$ cat config.mk
export PLATFORM = sky130hd
export DESIGN_NAME = timer_delay_ctrl
export DESIGN_NICKNAME = d
export VERILOG_FILES = /design/src/rtl/timer_pkg.sv /design/src/rtl/req_fifo.sv /design/src/rtl/timer_delay_ctrl.sv
export SDC_FILE = /design/constraint.sdc
export NUM_CORES = 1
export LEC_CHECK = 0
export BUFFER_PORTS_ARGS = -buffer_cell sky130_fd_sc_hd__buf_2
export CAP_MARGIN = 15
export CORE_ASPECT_RATIO = 0.8
export CORE_UTILIZATION = 64
export CTS_BUF_LIST = sky130_fd_sc_hd__clkbuf_16
export DETAILED_ROUTE_END_ITERATION = 7
export PLACE_DENSITY = 0.86
export SYNTH_ARGS = -nofsm -noshare
export SYNTH_HDL_FRONTEND = slang
export SYNTH_HIERARCHICAL = 1
export SYNTH_SLANG_ARGS = --single-unit
export TNS_END_PERCENT = 5
$ cat constraint.sdc
create_clock -name clk -period 6.5 [get_ports clk]
set_input_delay 1.625 -clock clk [delete_from_list [all_inputs] [get_ports clk]]
set_output_delay 1.625 -clock clk [all_outputs]
set_load 0.02 [all_outputs]
$ cat src/rtl/timer_pkg.sv
// Shared types and constants for the millisecond timer and its delay controller.
package timer_pkg;

  localparam int MS_W         = 13;
  localparam int REQ_MS_W     = 16;
  localparam int TAG_W        = 4;
  // Largest ms value whose tick count (value * CLK_PER_MS) still fits in 28 bits.
  localparam int CHUNK_MS_MAX = 5368;
  localparam int CLK_PER_MS   = 50000;

  typedef enum logic [2:0] {
    IDLE,
    LOAD,
    ARM,
    WAIT,
    CLEAR,
    DONE
  } state_t;

  function automatic logic [REQ_MS_W-1:0] min_ms(input logic [REQ_MS_W-1:0] a,
                                                 input logic [REQ_MS_W-1:0] b);
    return (a < b) ? a : b;
  endfunction

endpackage

$ cat src/rtl/req_fifo.sv
// Synchronous show-ahead FIFO with registered full/empty flags and a flush that beats push/pop.
module req_fifo #(
  parameter int WIDTH = 20,
  parameter int DEPTH = 4
) (
  input  logic             clk,
  input  logic             rst,
  input  logic             push,
  input  logic             pop,
  input  logic             flush,
  input  logic [WIDTH-1:0] wdata,
  output logic [WIDTH-1:0] rdata,
  output logic             full,
  output logic             empty
);

  localparam int AW = (DEPTH > 1) ? $clog2(DEPTH) : 1;
  localparam logic [AW:0] DEPTH_C = (AW + 1)'(DEPTH);

  logic [WIDTH-1:0] mem_q [DEPTH];
  logic [AW-1:0]    wr_ptr_q, wr_ptr_d;
  logic [AW-1:0]    rd_ptr_q, rd_ptr_d;
  logic [AW:0]      count_q, count_d;
  logic             full_q, full_d;
  logic             empty_q, empty_d;
  logic             do_push, do_pop;

  always_comb begin
    do_push  = push && !full_q && !flush;
    do_pop   = pop && !empty_q && !flush;
    wr_ptr_d = wr_ptr_q;
    rd_ptr_d = rd_ptr_q;
    count_d  = count_q;
    if (flush) begin
      wr_ptr_d = '0;
      rd_ptr_d = '0;
      count_d  = '0;
    end else begin
      if (do_push) wr_ptr_d = wr_ptr_q + AW'(1);
      if (do_pop)  rd_ptr_d = rd_ptr_q + AW'(1);
      if (do_push && !do_pop)      count_d = count_q + (AW + 1)'(1);
      else if (do_pop && !do_push) count_d = count_q - (AW + 1)'(1);
    end
    full_d  = (count_d == DEPTH_C);
    empty_d = (count_d == '0);
  end

  always_ff @(posedge clk) begin
    if (rst) begin
      wr_ptr_q <= '0;
      rd_ptr_q <= '0;
      count_q  <= '0;
      full_q   <= 1'b0;
      empty_q  <= 1'b1;
    end else begin
      wr_ptr_q <= wr_ptr_d;
      rd_ptr_q <= rd_ptr_d;
      count_q  <= count_d;
      full_q   <= full_d;
      empty_q  <= empty_d;
    end
  end

  always_ff @(posedge clk) begin
    if (do_push) mem_q[wr_ptr_q] <= wdata;
  end

  assign rdata = mem_q[rd_ptr_q];
  assign full  = full_q;
  assign empty = empty_q;

endmodule

$ cat src/rtl/timer_delay_ctrl.sv
// Queues CPU delay requests, drives the ms timer chunk by chunk and reports completion by tag.
module timer_delay_ctrl
  import timer_pkg::*;
#(
  parameter int DEPTH    = 4,
  parameter int CHUNK_MS = 5000
) (
  input  logic                clk,
  input  logic                rst,
  input  logic                req_valid,
  output logic                req_ready,
  input  logic [REQ_MS_W-1:0] req_ms,
  input  logic [TAG_W-1:0]    req_tag,
  input  logic                abort,
  output logic                done_valid,
  output logic [TAG_W-1:0]    done_tag,
  output logic                busy,
  output logic [MS_W-1:0]     tmr_ms,
  input  logic                tmr_rdy
);

  localparam int ENTRY_W = REQ_MS_W + TAG_W;
  // An oversized CHUNK_MS is clamped so the timer count can never overflow.
  localparam int CHUNK_EFF = (CHUNK_MS > CHUNK_MS_MAX) ? CHUNK_MS_MAX : CHUNK_MS;
  localparam logic [REQ_MS_W-1:0] CHUNK = REQ_MS_W'(CHUNK_EFF);

  state_t              state_q, state_d;
  logic [REQ_MS_W-1:0] remaining_q, remaining_d;
  logic [TAG_W-1:0]    cur_tag_q, cur_tag_d;
  logic [MS_W-1:0]     tmr_ms_q, tmr_ms_d;
  logic                done_valid_q, done_valid_d;
  logic [TAG_W-1:0]    done_tag_q, done_tag_d;
  logic                aborted_q, aborted_d;
  logic [REQ_MS_W-1:0] chunk;

  logic                fifo_push, fifo_pop, fifo_full, fifo_empty;
  logic [ENTRY_W-1:0]  fifo_rdata;

  assign fifo_push = req_valid && req_ready;

  req_fifo #(
    .WIDTH(ENTRY_W),
    .DEPTH(DEPTH)
  ) u_req_fifo (
    .clk  (clk),
    .rst  (rst),
    .push (fifo_push),
    .pop  (fifo_pop),
    .flush(abort),
    .wdata({req_ms, req_tag}),
    .rdata(fifo_rdata),
    .full (fifo_full),
    .empty(fifo_empty)
  );

  always_comb begin
    state_d      = state_q;
    remaining_d  = remaining_q;
    cur_tag_d    = cur_tag_q;
    tmr_ms_d     = tmr_ms_q;
    done_valid_d = 1'b0;
    done_tag_d   = done_tag_q;
    aborted_d    = aborted_q;
    fifo_pop     = 1'b0;
    chunk        = min_ms(remaining_q, CHUNK);

    if (abort) begin
      remaining_d = '0;
      tmr_ms_d    = '0;
      // A programmed timer must be seen to drop rdy before anything new is armed.
      if (state_q == ARM || state_q == WAIT) begin
        state_d   = CLEAR;
        aborted_d = 1'b1;
      end else begin
        state_d   = IDLE;
        aborted_d = 1'b0;
      end
    end else begin
      case (state_q)
        IDLE: begin
          if (!fifo_empty) begin
            fifo_pop    = 1'b1;
            remaining_d = fifo_rdata[ENTRY_W-1:TAG_W];
            cur_tag_d   = fifo_rdata[TAG_W-1:0];
            state_d     = LOAD;
          end
        end
        LOAD: state_d = (remaining_q == '0) ? DONE : ARM;
        ARM: begin
          tmr_ms_d    = chunk[MS_W-1:0];
          remaining_d = remaining_q - chunk;
          state_d     = WAIT;
        end
        WAIT: begin
          if (tmr_rdy) begin
            tmr_ms_d = '0;
            state_d  = CLEAR;
          end
        end
        CLEAR: begin
          tmr_ms_d = '0;
          if (!tmr_rdy) begin
            aborted_d = 1'b0;
            if (aborted_q)                state_d = IDLE;
            else if (remaining_q != '0)   state_d = LOAD;
            else                          state_d = DONE;
          end
        end
        DONE: begin
          done_valid_d = 1'b1;
          done_tag_d   = cur_tag_q;
          state_d      = IDLE;
        end
        default: state_d = IDLE;
      endcase
    end
  end

  always_ff @(posedge clk) begin
    if (rst) begin
      state_q      <= IDLE;
      remaining_q  <= '0;
      cur_tag_q    <= '0;
      tmr_ms_q     <= '0;
      done_valid_q <= 1'b0;
      done_tag_q   <= '0;
      aborted_q    <= 1'b0;
    end else begin
      state_q      <= state_d;
      remaining_q  <= remaining_d;
      cur_tag_q    <= cur_tag_d;
      tmr_ms_q     <= tmr_ms_d;
      done_valid_q <= done_valid_d;
      done_tag_q   <= done_tag_d;
      aborted_q    <= aborted_d;
    end
  end

  assign req_ready  = !fifo_full;
  assign busy       = (state_q != IDLE) || !fifo_empty;
  assign tmr_ms     = tmr_ms_q;
  assign done_valid = done_valid_q;
  assign done_tag   = done_tag_q;

endmodule

==> results.toml <==
[worst_setup_path]
rr_worst_depth = 6
path_class = "flop to output pin"
setup.worst_path.start_class = "flop"
worstSetupEndpoint = "busy"
critPathRequiredTime_ns = 4.88
rrSetupSlack_ns = 3.72
arrival_ns = 1.45
rr_endpoint = "u_req_fifo/empty"
cp_max_fo = 14
cp-end-kind = "output pin"
timing.rr.start = "state_q[2]"
startpoint = "state_q[0]"

[die]
dieArea_um2 = 9400
die_x_um = 108.2
core_um2 = 8596
initial_core_util = 0.6712
fp.dieH_um = 86.92
num_rows = 30
pin_count = 45

[placed_design]
gp_congestion = 0.9039
pre_cts_slack_ns = 3.314
hpwl_um = 7610
place.port_buffers = 44

[global_routing]
grt_pass1_wl_um = 19180
antenna_found_initial = 0
grt_max_degree = 25
grt_overflow = 0
gr-usage-all-layers = 0.2818
grt_pass1_vias = 3672

[final_layout]
layout_common_cells = "80 x edfxtp_1, 53 x dfxtp_1, 44 x buf_2"
layout.cells.most_common = "edfxtp_1"
nets = 525
drive_above_1_share = 0.2470
area_growth_pct = 14.53
nFillCells = 528
diodes = 0

[synth]
async_reset_ff_frac = 0
synth_cell_type_count = 71
yosys_register_bits = 133
syn_area_um2 = 5769
syn_area_per_cell_um2 = 12.62
yosysSeqAreaShare = 0.6003
synth-edff-count = 80
ys.flop_type = "edfxtp_1"
syn_nets = 489
syn_inst = 457
yosys_warnings = 6

[sta]
fin_ws_ns = 3.427
final_hold_viol_count = 0
finalCritPeriodShare = 0.4727
maxSlewViolCount = 0
fin_skew_ns = 0.007046
post-route-min-period_ns = 3.073
rsz0062_at_grt = "false"
setup_tns_ns = 0
max_clock_freq_mhz = 325.4
worst_pin_slew_ns = 0.9478
slew_headroom = 0.3672
setup_viol = 0

[route]
vias_per_cell = 6.322
drt-wirelength-per-cell_um = 19.60
postRouteAntennaNets = 0
wirelength_um = 12110
drc = 0
drt-pass1-iter-count = 5
drtIter0Drc = 286
num_vias = 3907

[clock_tree]
cts_setup_buffers = 0
worstSkewPairLatency_ns = 0.41
cts-root-buf = "clkbuf_16"
h-tree-depth = 4
clk_pin_slew_ns = 0.05
clockBufferDepth = 2
hold_buffers = 0
cts_sinks = 133
cts_tree = "built"
cts_buffers = 17
post_cts_resized = 0

[job]
max_cap_viol_count = 0

[power_and_ir_drop]
power_leakage_nw = 2.271
power-per-cell-area_nw_per_um2 = 295.9
ir_drop_uv = 248.9

[status]
status = "finished clean"

[worst_hold_path]
hold_class = "flop to flop"
worst min path at each step:
stage | start | to | slack (ns) | cells after the start
global route | tmr_ms[9] | tmr_ms[9] | 0.49 | 2
global placement | tmr_ms[9] | tmr_ms[9] | 0.44 | 2
detailed placement | tmr_ms[12] | tmr_ms[12] | 0.44 | 2
floorplan | cur_tag_q[0] | cur_tag_q[0] | 0.45 | 2
CTS | tmr_ms[12] | tmr_ms[12] | 0.46 | 2
finish | tmr_ms[12] | tmr_ms[12] | 0.46 | 2
worst max-delay path, cell delays in order, from the launching register on:
cell and delay (ns):
dfxtp_1 0.56, nor2_1 0.15, nand3b_1 0.15, buf_2 0.18
logic make-up (layout without fill, tap and decap cells):
group,Yosys count,count (layout),synth area share
XOR/XNOR,8,8,0.01345
other,1,1,0.0006500
AND/OR/NAND/NOR,139,139,0.1306
buffers and inverters,37,86,0.02949
adder cells (fa/ha/maj),7,7,0.01518
multiplexers,26,26,0.08848
flip-flops,133,133,0.6003
AO/OA/AOI/OAI,106,106,0.1219
registers in the layout (all words and copies together) (netlist names), named ones only:
name and count:
u_req_fifo/empty 1, u_req_fifo/count_q 3, done_tag 4, u_req_fifo/wr_ptr_q 2, state_q 3, u_req_fifo/mem_q 80, done_valid 1, tmr_ms 13
u_req_fifo/rd_ptr_q 2, remaining_q 16, cur_tag_q 4, u_req_fifo/full 1, aborted_q 1
synth_stat cells, types with 6 or more instances:
master	instances	area [um2]
a21oi_1	31	155.2
a22oi_1	11	82.58
buf_2	9	45.04
clkbuf_1	17	63.81
dfxtp_1	53	1061
edfxtp_1	80	2402
ha_1	7	87.58
inv_1	7	26.28
mux2i_1	6	60.06
mux4_2	20	450.4
nand2_1	35	131.4
nand3_1	6	30.03
nor2_1	35	131.4
nor2b_1	6	37.54
nor3_1	10	50.05
o21ai_0	25	125.1
where the power goes:
part,internal [mW],switching [mW],total [mW]
clock network,0.598,0.352,0.950
logic,0.0326,0.0547,0.0873
registers,0.907,0.0104,0.917
total,1.54,0.417,1.95
layout make-up:
cell class / count / area, um2 / share of cell area
inverter: 7 / 26.28 / 0.003977
tap: 112 / 140.1 / 0.02121
sequential: 133 / 3463 / 0.5241
clock buffer: 17 / 425.4 / 0.06438
clock inverter: 15 / 167.7 / 0.02537
timing repair buffer: 47 / 242.7 / 0.03674
multi-input combinational: 287 / 2142 / 0.3242
stage by stage:
stage / instance area (um2) / instances / total power [mW] / utilization / hold WS [ns]
after floorplan: 5769 / 457 / 0.9890 / - / 0.4535
after global placement: 6015 / 586 / 1.015 / 0.6997 / 0.4376
after detailed placement: 6015 / 586 / 1.019 / 0.6997 / 0.4440
after CTS: 6608 / 618 / 1.963 / 0.7687 / 0.4582
after global routing: 6608 / 618 / 2.010 / 0.7687 / 0.4887
final: 6608 / 618 / 1.955 / 0.7687 / 0.4585
layer usage:
layer | part of all wire | track usage | up-vias | wire length, um
li1 | - | - | 1808 | -
met1 | 0.43 | 0.3795 | 1888 | 5196
met2 | 0.49 | 0.4470 | 188 | 5925
met3 | 0.065 | 0.06208 | 23 | 787
met4 | 0.017 | 0.1196 | 0 | 202
met5 | 0 | 0 | - | 0
(Power assumes the default switching activity.)
